**src/rtl/seq_shift_add_multiplier.sv**
```systemverilog
// Sequential shift-and-add multiplier, one multiplier bit per clock, unsigned or
// two's-complement operands selected per operation.
//
// state | meaning
// IDLE  | waiting for Start; Output holds the last product
// RUN   | consuming one multiplier bit per edge, LSB first
module seq_shift_add_multiplier #(
   parameter  int WidthA = 8,
   parameter  int WidthB = 8,
   localparam int WidthP = WidthA + WidthB
) (
   input  logic              Clock,
   input  logic              Reset,
   input  logic              Start,
   input  logic              Mode,
   input  logic [WidthA-1:0] Input1,
   input  logic [WidthB-1:0] Input2,
   output logic              Busy,
   output logic              Done,
   output logic [WidthP-1:0] Output
);

   localparam int CntW = (WidthB > 1) ? $clog2(WidthB) : 1;

   typedef enum logic {IDLE, RUN} state_t;

   state_t            state, state_nxt;
   logic [WidthP-1:0] a_sh;
   logic [WidthB-1:0] b_sh;
   logic              mode_r;
   logic [CntW-1:0]   cnt;
   logic [WidthP-1:0] acc;
   logic [WidthP-1:0] prod;
   logic              done_r;

   logic              accept;
   logic              finish;
   logic              last;
   logic              sub;
   logic [WidthP-1:0] addend;
   logic [WidthP-1:0] operand;
   logic [WidthP-1:0] sum;
   logic [WidthP-1:0] a_ext;

   assign last  = (cnt == CntW'(WidthB - 1));
   assign a_ext = {{WidthB{Mode & Input1[WidthA-1]}}, Input1};

   always_ff @(posedge Clock or posedge Reset) begin
      if (Reset) state <= IDLE;
      else       state <= state_nxt;
   end

   always_comb begin
      state_nxt = state;
      accept    = 1'b0;
      finish    = 1'b0;
      case (state)
         IDLE: begin
            if (Start) begin
               accept    = 1'b1;
               state_nxt = RUN;
            end
         end
         RUN: begin
            if (last) begin
               finish    = 1'b1;
               state_nxt = IDLE;
            end
         end
         default: state_nxt = IDLE;
      endcase
   end

   // Single shared adder; the multiplier's sign bit carries negative weight,
   // handled as invert plus carry-in.
   always_comb begin
      addend  = b_sh[0] ? a_sh : '0;
      sub     = mode_r & last;
      operand = sub ? ~addend : addend;
      sum     = acc + operand + WidthP'(sub);
   end

   always_ff @(posedge Clock or posedge Reset) begin
      if (Reset) begin
         a_sh   <= '0;
         b_sh   <= '0;
         mode_r <= 1'b0;
         cnt    <= '0;
         acc    <= '0;
         prod   <= '0;
         done_r <= 1'b0;
      end else begin
         done_r <= 1'b0;
         if (accept) begin
            a_sh   <= a_ext;
            b_sh   <= Input2;
            mode_r <= Mode;
            acc    <= '0;
            cnt    <= '0;
         end else if (state == RUN) begin
            acc  <= sum;
            a_sh <= a_sh << 1;
            b_sh <= b_sh >> 1;
            cnt  <= cnt + CntW'(1);
            if (finish) begin
               prod   <= sum;
               done_r <= 1'b1;
            end
         end
      end
   end

   assign Busy   = (state == RUN);
   assign Done   = done_r;
   assign Output = prod;

endmodule

```
**config.mk**
```make
export PLATFORM = sky130hd
export DESIGN_NAME = seq_shift_add_multiplier
export DESIGN_NICKNAME = d
export VERILOG_FILES = /design/src/rtl/seq_shift_add_multiplier.sv
export SDC_FILE = /design/constraint.sdc
export NUM_CORES = 1
export LEC_CHECK = 0
export BUFFER_PORTS_ARGS = -buffer_cell sky130_fd_sc_hd__buf_2
export CAP_MARGIN = 20
export CORE_UTILIZATION = 50
export CTS_BUF_LIST = sky130_fd_sc_hd__clkbuf_2
export DETAILED_ROUTE_END_ITERATION = 12
export PLACE_DENSITY_LB_ADDON = 0.3
export SLEW_MARGIN = 20
export SYNTH_ARGS = -nofsm -noshare
export SYNTH_HDL_FRONTEND = slang
export SYNTH_SLANG_ARGS = --single-unit
```
**constraint.sdc**
```tcl
create_clock -name Clock -period 3.27 [get_ports Clock]
set_input_delay 0.327 -clock Clock [delete_from_list [all_inputs] [get_ports Clock]]
set_output_delay 0.327 -clock Clock [all_outputs]
set_load 0.1 [all_outputs]
```
==> flow_metrics.py, run 1 <==
metrics = {
    "run_status": {
        "status": "complete, but fails checks",
        "failed_checks": "design-rule violations",
    },
    "critical_path": {
        "critPathBufInv": 1,
        "critPathSlowestCell": "dfrtp_1",
        "r2r-end": "Output[12]$_DFFE_PP0P_",
        "r2r_slack_ns": 0.19,
        "endpoint_kind": "flop",
        "cp_cell_sequence": "ha_1 > ha_2 > nand2_2 > buf_6 > xor2_1 > ha_1 > and3_1 > a221oi_2 > o221ai_2 > a21oi_2 > o21ai_1 > xor2_1 > mux2_4",
        "timing.rr.start": "cnt[0]$_DFFE_PP0P_",
        "crit_family": "compound AO/OA/AOI/OAI gates",
        "start_kind": "flop",
        "crit_fanout": 7,
        "worst_ep_arrival_time_ns": 3.48,
        "critPathMaxStageDelay_ns": 0.43,
        "cp.required_ns": 3.67,
        "crit_type": "reg2reg",
        "ff2ff_path_depth": 13,
    },
    "yosys": {
        "post_synth_inst_count": 340,
        "synth-compound-area-share_pct": 16.7,
        "ys.flop_type": "dfrtp_1",
        "synth.distinct_cells": 38,
        "synth_top_area_share_pct": 45.8,
        "synth_edf_count": 0,
        "synth_top_family_by_area": "compound AO/OA/AOI/OAI gates",
        "netlist_area_mm2": 0.00339,
        "synthAdderAreaFrac_pct": 6.86,
        "yosys-top-cells-area": "dfrtp_1, nand2_1, ha_1, xor2_1, o21ai_0",
        "yosys_register_bits": 62,
        "synth_nets": 378,
        "synthMuxAreaShare_pct": 8.82,
        "yosysTopAreaCell": "dfrtp_1",
        "synth_xor_area_share_pct": 8.52,
        "yosysWarnings": 0,
        "syn_avg_cell_area_um2": 9.97,
        "synthSimpleGateAreaFrac_pct": 10.2,
        "synth-seq-area-share_pct": 45.8,
        "async_flop_share_pct": 100,
    },
    "sta": {
        "period_share_pct": 94.2,
        "max_freq_ghz": 0.325,
        "setup_tns_ns": 0,
        "drv_slew": 0,
        "hold-worst-slack_ns": 0.0681,
        "max_slew.worst_pin.slew_ns": 1.03,
        "period_minus_slack_ns": 3.08,
        "slew_headroom_pct": 31.1,
        "hold_violations": 0,
        "final-setup-viol-count": 0,
        "setup_ws_ns": 0.189,
        "skew_ns": 0.0173,
    },
    "placed_design": {
        "dpl-instance-area_mm2": 0.00366,
        "dp_slack_ns": 0.0919,
        "placed_cells": 445,
        "post-dp-hpwl_mm": 4.91,
        "io_buffers": 37,
        "place.gp.congestion": 0.914,
    },
    "detailed_routing": {
        "drt_iter0_markers": 98,
        "drc": 4,
        "via_per_inst": 5.49,
        "ant_nets": 0,
        "first_pass_iters": 8,
        "wl_per_cell_um": 14.7,
        "routed_wl_mm": 6.82,
        "vias": 2553,
    },
    "cts": {
        "clock-root-buffer": "clkbuf_2",
        "clkTransAtPathRegs_ns": 0.18,
        "insertion_delay_ns": 0.50,
        "cts_sinks": 62,
        "tritoncts": "yes",
        "cts_made_buffers": 9,
        "htreeDepth": 3,
        "clock_path_buffers": 2,
    },
    "die": {
        "dieArea_mm2": 0.00711,
        "initial_utilization_pct": 52.5,
        "rows": 29,
        "core_mm2": 0.00646,
        "ios": 38,
        "die_h_um": 84.4,
        "die_w_um": 84.4,
    },
    "global_routing": {
        "grt_remaining_overflow": 0,
        "first_global_vias": 2524,
        "grt_pass1_wl_mm": 11.6,
        "grt_util_all_layers_pct": 21.0,
        "antenna_found_initial": 1,
        "grt_max_degree": 46,
    },
    "run": {
        "maxCapViolations": 0,
    },
    "final_layout": {
        "syn2layout_area_growth_pct": 13.4,
        "final_area_mm2": 0.00384,
        "instances_no_fill": 465,
        "fin_nets": 421,
        "mostFrequentLayoutCell": "nand2_1",
        "mostFrequentLayoutCells": "nand2_1, dfrtp_1, buf_2",
        "drive_gt1_share_pct": 24.0,
    },
    "pwr": {
        "leakagePower_nw": 1.85,
        "power-per-cell-area_mw_per_mm2": 1050,
        "ir_worst_vdd_mv": 0.605,
    },
    "min_path": {
        "holdPathStages": 3,
        "holdPathEnd": "a_sh[0]$_DFFE_PP0P_",
        "hold_class": "in2reg",
        "worstHoldStart": "Input1[0]",
    },
}
==> metal layers <==
metal / vias to the layer above / GRT usage [%] / routed length (um)
met4: 0 / 10.6 / 155
met5: - / 0 / 0
met2: 48 / 34.0 / 3320
met1: 1221 / 26.7 / 3100
met3: 13 / 4.62 / 244
li1: 1271 / - / -
==> logic make-up after synthesis <==
group	count (synthesis)
compound gates	90
fa+ha+maj	18
mux	28
xor+xnor	33
flops	62
buf+inv	25
simple gates	84
==> state kept, by name (all words and copies together), names as in the netlist <==
signal	count
Busy	1
Done	1
Output	16
a_sh	16
acc	16
b_sh	8
cnt	3
mode_r	1
==> metrics by stage <==
stage          power (mW)  utilization [%]
2_1_floorplan        3.20                -
3_3_place_gp         3.57             56.7
3_5_place_dp         3.63             56.7
4_1_cts              4.00             57.9
5_1_grt              4.31             59.5
6_report             4.03             59.5
==> timing repair <==
item | in CTS | in global routing
gates resized for setup | 0 | 9
endpoints found under the hold margin | 0 | 10
setup endpoints to repair | 0 | 10
buffers inserted | 0 | 2
hold buffers | 0 | 1
==> worst max path at each step <==
stage	start	endpoint	slack, ns	depth (start not counted)
floorplan	cnt[0]$_DFFE_PP0P_	Output[12]$_DFFE_PP0P_	0.04	13
global placement	cnt[0]$_DFFE_PP0P_	Output[12]$_DFFE_PP0P_	0.20	13
detailed placement	cnt[0]$_DFFE_PP0P_	Output[12]$_DFFE_PP0P_	0.09	13
CTS	cnt[0]$_DFFE_PP0P_	Output[12]$_DFFE_PP0P_	0.06	13
global route	cnt[0]$_DFFE_PP0P_	Output[12]$_DFFE_PP0P_	-0.02	13
finish	cnt[0]$_DFFE_PP0P_	Output[12]$_DFFE_PP0P_	0.19	13
==> power breakdown <==
group	leakage (nW)	switching (mW)	internal, mW	total, mW
Clock	0.0573	0.273	0.0936	0.366
Sequential	0.786	0.259	1.09	1.35
Combinational	1.01	1.56	0.748	2.31
==> cells in the mapped netlist (all sizes together) (5+ instances only) <==
master / count
nand2: 64
mux2i: 16
ha: 17
dfrtp: 62
nor2: 7
xnor2: 12
mux2: 12
buf: 8
a21oi: 21
o21ai: 44
xor2: 21
and3: 5
clkbuf: 10
inv: 7
a22o: 10
==> worst reg2reg max path: cells and delay by family (launching register included) <==
family	cells	cell delay, ns
flip-flops	1	0.43
AND/OR/NAND/NOR	2	0.29
AO/OA/AOI/OAI	4	0.78
buffers and inverters	1	0.17
multiplexers	1	0.26
adder cells (fa/ha/maj)	3	0.73
XOR/XNOR	2	0.34
==> area by class of cell <==
cell class	instances	area (um^2)
clock inverter	5	27.5
timing repair buffer	50	302
fill	571	2610
inverter	7	26.3
multi-input combinational	253	1790
clock buffer	10	50.0
tap	77	96.3
sequential	62	1550
antenna	1	2.50
Note: power is estimated with default switching activity, not from simulation.
==> run 2: changes to the inputs <==
Settings changed: ABC_AREA set to 1.
==> flow_metrics.py, run 2 <==
metrics = {
    "die": {
        "die_h_um": 84.4,
        "die_w_um": 84.4,
        "core_mm2": 0.00646,
        "rows": 29,
        "initial_utilization_pct": 52.5,
        "ios": 38,
        "dieArea_mm2": 0.00711,
    },
    "detailed_routing": {
        "vias": 2830,
        "drc": 6,
        "drt_iter0_markers": 187,
        "first_pass_iters": 8,
        "routed_wl_mm": 7.06,
        "ant_nets": 0,
        "wl_per_cell_um": 13.3,
        "via_per_inst": 5.33,
    },
    "cts": {
        "cts_sinks": 62,
        "cts_made_buffers": 9,
        "ctsHoldBuffers": 4,
        "insertion_delay_ns": 0.49,
        "clock-root-buffer": "clkbuf_2",
        "tritoncts": "yes",
        "post_cts_buffers": 0,
        "cts_resized": 0,
        "htreeDepth": 3,
        "clkTransAtPathRegs_ns": 0.16,
        "clock_path_buffers": 2,
    },
    "sta": {
        "rsz0062_at_grt": "no",
        "slew_headroom_pct": 43.1,
        "period_share_pct": 79.6,
        "setup_tns_ns": 0,
        "hold-worst-slack_ns": -0.0465,
        "max_slew.worst_pin.slew_ns": 0.853,
        "max_freq_ghz": 0.384,
        "hold_violations": 50,
        "drv_slew": 0,
        "skew_ns": 0.0187,
        "period_minus_slack_ns": 2.60,
        "setup_ws_ns": 0.668,
        "final-setup-viol-count": 0,
    },
    "critical_path": {
        "crit_type": "reg2reg",
        "start_kind": "flop",
        "critPathLaunch": "cnt[0]$_DFFE_PP0P_",
        "endpoint_kind": "flop",
        "crit_fanout": 16,
        "timing.rr.start": "cnt[0]$_DFFE_PP0P_",
        "worst_ep_arrival_time_ns": 2.99,
        "cp.required_ns": 3.66,
    },
    "yosys": {
        "yosys_register_bits": 62,
        "syn_avg_cell_area_um2": 8.29,
        "synth_edf_count": 0,
        "synth_top_area_share_pct": 45.8,
        "ys.flop_type": "dfrtp_1",
        "async_flop_share_pct": 100,
        "yosys-top-cells-area": "dfrtp_1, nand2_1, ha_1, xor2_1, nand3_1",
        "netlist_area_mm2": 0.00339,
        "synth_nets": 447,
        "synth.distinct_cells": 31,
        "yosysTopAreaCell": "dfrtp_1",
        "synthTopCellsByCount": "nand2_1, dfrtp_1, inv_1, nand3_1, o21ai_0",
        "yosys.cell_count.top_type": "nand2_1",
        "yosysWarnings": 0,
        "synth-seq-area-share_pct": 45.8,
        "post_synth_inst_count": 409,
    },
    "pwr": {
        "ir_worst_vdd_mv": 0.496,
        "clkPwrFrac_pct": 9.5,
        "switching_power_mw": 2.00,
        "p_int_mw": 1.76,
        "power_mw": 3.75,
        "seq_power_share_pct": 34.5,
        "sw_frac_of_total_pct": 53.2,
        "power-per-cell-area_mw_per_mm2": 1000,
        "combPwrFrac_pct": 56.0,
        "leakagePower_nw": 1.92,
    },
    "placed_design": {
        "dp_slack_ns": 0.700,
        "dpl-instance-area_mm2": 0.00364,
        "placed_cells": 513,
        "post-dp-hpwl_mm": 5.03,
        "io_buffers": 37,
        "place.gp.congestion": 0.869,
    },
    "final_layout": {
        "mostFrequentLayoutCell": "nand2_1",
        "diodes": 0,
        "final_area_mm2": 0.00375,
        "n_fill_cell": 600,
        "instances_no_fill": 531,
        "fin_nets": 489,
        "drive_gt1_share_pct": 13.9,
        "seq_area_mm2": 0.00155,
        "mostFrequentLayoutCells": "nand2_1, dfrtp_1, buf_2",
        "syn2layout_area_growth_pct": 10.5,
        "multi_input_area_mm2": 0.00163,
    },
    "run_status": {
        "status": "complete, but fails checks",
        "failed_checks": "design-rule violations, negative hold slack",
    },
    "global_routing": {
        "grt_max_degree": 52,
        "grt_remaining_overflow": 0,
        "grt_pass1_wl_mm": 12.6,
        "first_global_vias": 2750,
        "antenna_found_initial": 0,
        "grt_util_all_layers_pct": 22.6,
    },
    "min_path": {
        "hold_class": "in2async",
    },
    "run": {
        "maxCapViolations": 0,
    },
}
[run 2: cell count changes in the layout (fill, tap and decap cells not counted), sizes merged, moves of 8 or more]
cell	before	now
buf	49	41
a22o	10	2
mux2i	16	0
o21ai	44	24
nand2	64	138
mux2	12	0
o221ai	1	11
nor2	7	17
inv	7	35
nand3	4	25
[run 2: through the flow]
stage                     utilization [%]  hold slack [ns]
after global placement               56.3            0.458
final                                58.0          -0.0465
after global routing                 58.0           0.0125
after CTS                            58.0          0.00237
after detailed placement             56.3            0.462
after floorplan                         -            0.437
[run 2: area by class of cell]
type | instances | area share (%)
clock inverter | 3 | 0.367
inverter | 37 | 3.74
tap | 77 | 2.57
timing repair buffer | 45 | 6.81
clock buffer | 11 | 1.47
multi-input combinational | 296 | 43.6
sequential | 62 | 41.4
[run 2: kinds of logic after synthesis]
| logic type | synth area share, % |
|---|---|
| adders and majority gates | 6.86 |
| xor gates and xnor gates | 6.20 |
| DFF | 45.8 |
| AOI/OAI and AO/OA | 12.5 |
| and+or+nand+nor | 22.7 |
| buffers and inverters | 6.05 |
[run 2: metal layers]
| layer | vias up | GRT usage, % | share of wire (%) |
|---|---|---|---|
| li1 | 1425 | - | - |
| met1 | 1330 | 30.9 | 49 |
| met2 | 64 | 35.2 | 45 |
| met3 | 11 | 5.21 | 3.9 |
| met4 | 0 | 8.94 | 1.9 |
| met5 | - | 0 | 0 |
[run 2: final timing paths]
path	slack, ns	cells past startpoint	endpoint
worst max-delay path	0.67	13	Output[9]$_DFFE_PP0P_
worst min-delay path	-0.05	2	b_sh[6]$_DFFE_PP0P_
worst max register to register	0.67	13	Output[9]$_DFFE_PP0P_
worst min register to register	0.49	2	Output[13]$_DFFE_PP0P_
max in group asynchronous	2.63	3	a_sh[13]$_DFFE_PP0P_
min in group Clock	0.04	3	b_sh[4]$_DFFE_PP0P_
[run 2: critical path, cell delays in order, from the launching register on]
cell     delay, ns
dfrtp_1       0.42
ha_1          0.20
ha_1          0.22
nand2_4       0.22
xor2_1        0.18
ha_1          0.30
a21oi_1       0.25
nor2_1        0.07
nor2_1        0.09
nand2_1       0.12
a21oi_1       0.21
nand2_1       0.09
nand3_1       0.09
nand2_1       0.05
[run 2: power by group through the flow]
stage | clock, mW | sequential (mW) | combinational [mW]
floorplan | 0 | 1.88 | 1.13
global placement | 0 | 1.30 | 2.06
detailed placement | 0 | 1.31 | 2.11
CTS | 0.369 | 1.30 | 2.11
global route | 0.396 | 1.33 | 2.34
finish | 0.356 | 1.29 | 2.10
==> run 3: changes to the inputs <==
Clock period 3.27 ns to 2.4 ns, I/O delays scaled along.
==> flow_metrics.py, run 3 (same netlist as run 2, synthesis figures left out) <==
metrics = {
    "die": {
        "die_w_um": 84.4,
        "dieArea_mm2": 0.00711,
        "core_mm2": 0.00646,
        "ios": 38,
        "initial_utilization_pct": 52.5,
        "die_h_um": 84.4,
        "rows": 29,
    },
    "run": {
        "maxCapViolations": 0,
    },
    "sta": {
        "max_slew.worst_pin.slew_ns": 0.578,
        "final-setup-viol-count": 0,
        "rsz0062_at_grt": "yes",
        "period_share_pct": 100,
        "hold-worst-slack_ns": 0.185,
        "hold_violations": 0,
        "period_minus_slack_ns": 2.40,
        "slew_headroom_pct": 61.4,
        "drv_slew": 0,
        "max_freq_ghz": 0.417,
        "setup_ws_ns": 0.00104,
        "skew_ns": 0.0186,
    },
    "cts": {
        "tritoncts": "yes",
        "htreeDepth": 3,
        "clkTransAtPathRegs_ns": 0.17,
        "cts_made_buffers": 9,
        "clock-root-buffer": "clkbuf_2",
        "insertion_delay_ns": 0.52,
        "cts_sinks": 62,
        "clock_path_buffers": 2,
    },
    "pwr": {
        "power_mw": 5.97,
        "clkPwrFrac_pct": 12.0,
        "power-per-cell-area_mw_per_mm2": 1360,
        "sw_frac_of_total_pct": 50.6,
        "switching_power_mw": 3.02,
        "p_int_mw": 2.95,
        "ir_worst_vdd_mv": 0.712,
        "combPwrFrac_pct": 57.4,
        "leakagePower_nw": 2.19,
        "seq_power_share_pct": 30.6,
    },
    "global_routing": {
        "grt_max_degree": 38,
        "first_global_vias": 3037,
        "antenna_found_initial": 0,
        "grt_remaining_overflow": 0,
        "grt_util_all_layers_pct": 25.1,
        "grt_pass1_wl_mm": 13.8,
    },
    "final_layout": {
        "syn2layout_area_growth_pct": 29.9,
        "post-route-util_pct": 68.2,
        "diodes": 0,
        "final_area_mm2": 0.00440,
        "seq_area_mm2": 0.00155,
        "drive_gt1_share_pct": 27.2,
        "mostFrequentLayoutCells": "nand2_1, dfrtp_1, buf_2",
        "n_fill_cell": 487,
        "mostFrequentLayoutCell": "nand2_1",
        "multi_input_area_mm2": 0.00187,
        "fin_nets": 529,
    },
    "detailed_routing": {
        "first_pass_iters": 8,
        "via_per_inst": 5.26,
        "drt_iter0_markers": 170,
        "routed_wl_mm": 8.11,
        "ant_nets": 0,
        "wl_per_cell_um": 14.1,
        "drc": 4,
        "vias": 3014,
    },
    "placed_design": {
        "place.gp.congestion": 0.887,
        "dp_slack_ns": -0.140,
        "io_buffers": 37,
        "post-dp-hpwl_mm": 5.38,
        "dpl-instance-area_mm2": 0.00381,
    },
    "critical_path": {
        "crit_fanout": 7,
        "worst_ep_arrival_time_ns": 2.82,
        "start_kind": "flop",
        "cp.required_ns": 2.82,
        "crit_type": "reg2reg",
        "endpoint_kind": "flop",
    },
    "run_status": {
        "status": "complete, but fails checks",
        "failed_checks": "design-rule violations",
    },
    "min_path": {
        "hold_class": "in2reg",
    },
}
run 3: changes by cell type in the layout (fill, tap and decap cells not counted), moves of 9 or more:
cell,before,now
a21oi_2,0,10
nand2_1,133,121
dlygate4sd3_1,4,19
buf_4,4,25
nand2_2,4,13
a21oi_1,14,4
run 3: final timing paths:
check                      slack [ns]  cells after the start                     end                    from
setup / recovery                0.001                     14  Output[14]$_DFFE_PP0P_      cnt[1]$_DFFE_PP0P_
hold / removal                   0.18                      5     acc[11]$_DFFE_PP0P_                   Start
setup reg to reg                0.001                     14  Output[14]$_DFFE_PP0P_      cnt[1]$_DFFE_PP0P_
hold reg to reg                  0.49                      2  Output[13]$_DFFE_PP0P_  Output[13]$_DFFE_PP0P_
max in group asynchronous        1.50                      4          Done$_DFF_PP0_                   Reset
min in group asynchronous        0.31                      3     a_sh[3]$_DFFE_PP0P_                   Reset
run 3: per-stage QoR:
step / setup TNS [ns] / std cells
after floorplan: 0 / 409
after global placement: -0.239 / 533
after detailed placement: -1.69 / 533
after CTS: 0 / 570
after global routing: -2.26 / 573
final: 0 / 573
run 3: final cells by class:
cell class,instances,share of cell area [%]
Clock buffer,10,1.14
Clock inverter,6,1.73
Inverter,37,3.15
Multi-Input combinational cell,297,42.6
Sequential cell,62,35.3
Tap cell,77,2.19
Timing Repair Buffer,84,14.0
run 3: power by group through the flow:
stage          combinational [mW]  sequential [mW]  clock (mW)
4_1_cts                      3.17             1.81       0.738
3_5_place_dp                 3.08             1.81           0
2_1_floorplan                1.54             2.57           0
6_report                     3.42             1.83       0.716
5_1_grt                      3.75             1.88       0.771
3_3_place_gp                 2.99             1.80           0
run 3: routing by layer:
layer	track usage (%)	up-vias	part of all wire, %
li1	-	1509	-
met1	30.8	1419	45
met2	42.5	71	48
met3	6.19	15	4.3
met4	10.3	0	2.0
met5	0	-	0
run 3: worst max-delay path, cell delays in order (launching register included):
cell and delay [ns]:
dfrtp_1 0.43, ha_4 0.16, ha_4 0.19, nand2_8 0.11, buf_12 0.16, xor2_1 0.15
ha_1 0.35, nand2_1 0.10, nand2_1 0.07, nand3_1 0.07, nand2_1 0.05, a21oi_1 0.18
nand3b_1 0.13, nand3_1 0.10, nand2_1 0.05
run 3: what timing repair did:
action,4_1_cts,5_1_grt
hold buffers,19,0
setup endpoints to repair,24,25
buffers inserted,1,3
gates resized for setup,11,50
pin swaps,1,30
gates cloned,1,0
hold endpoints to repair,42,0
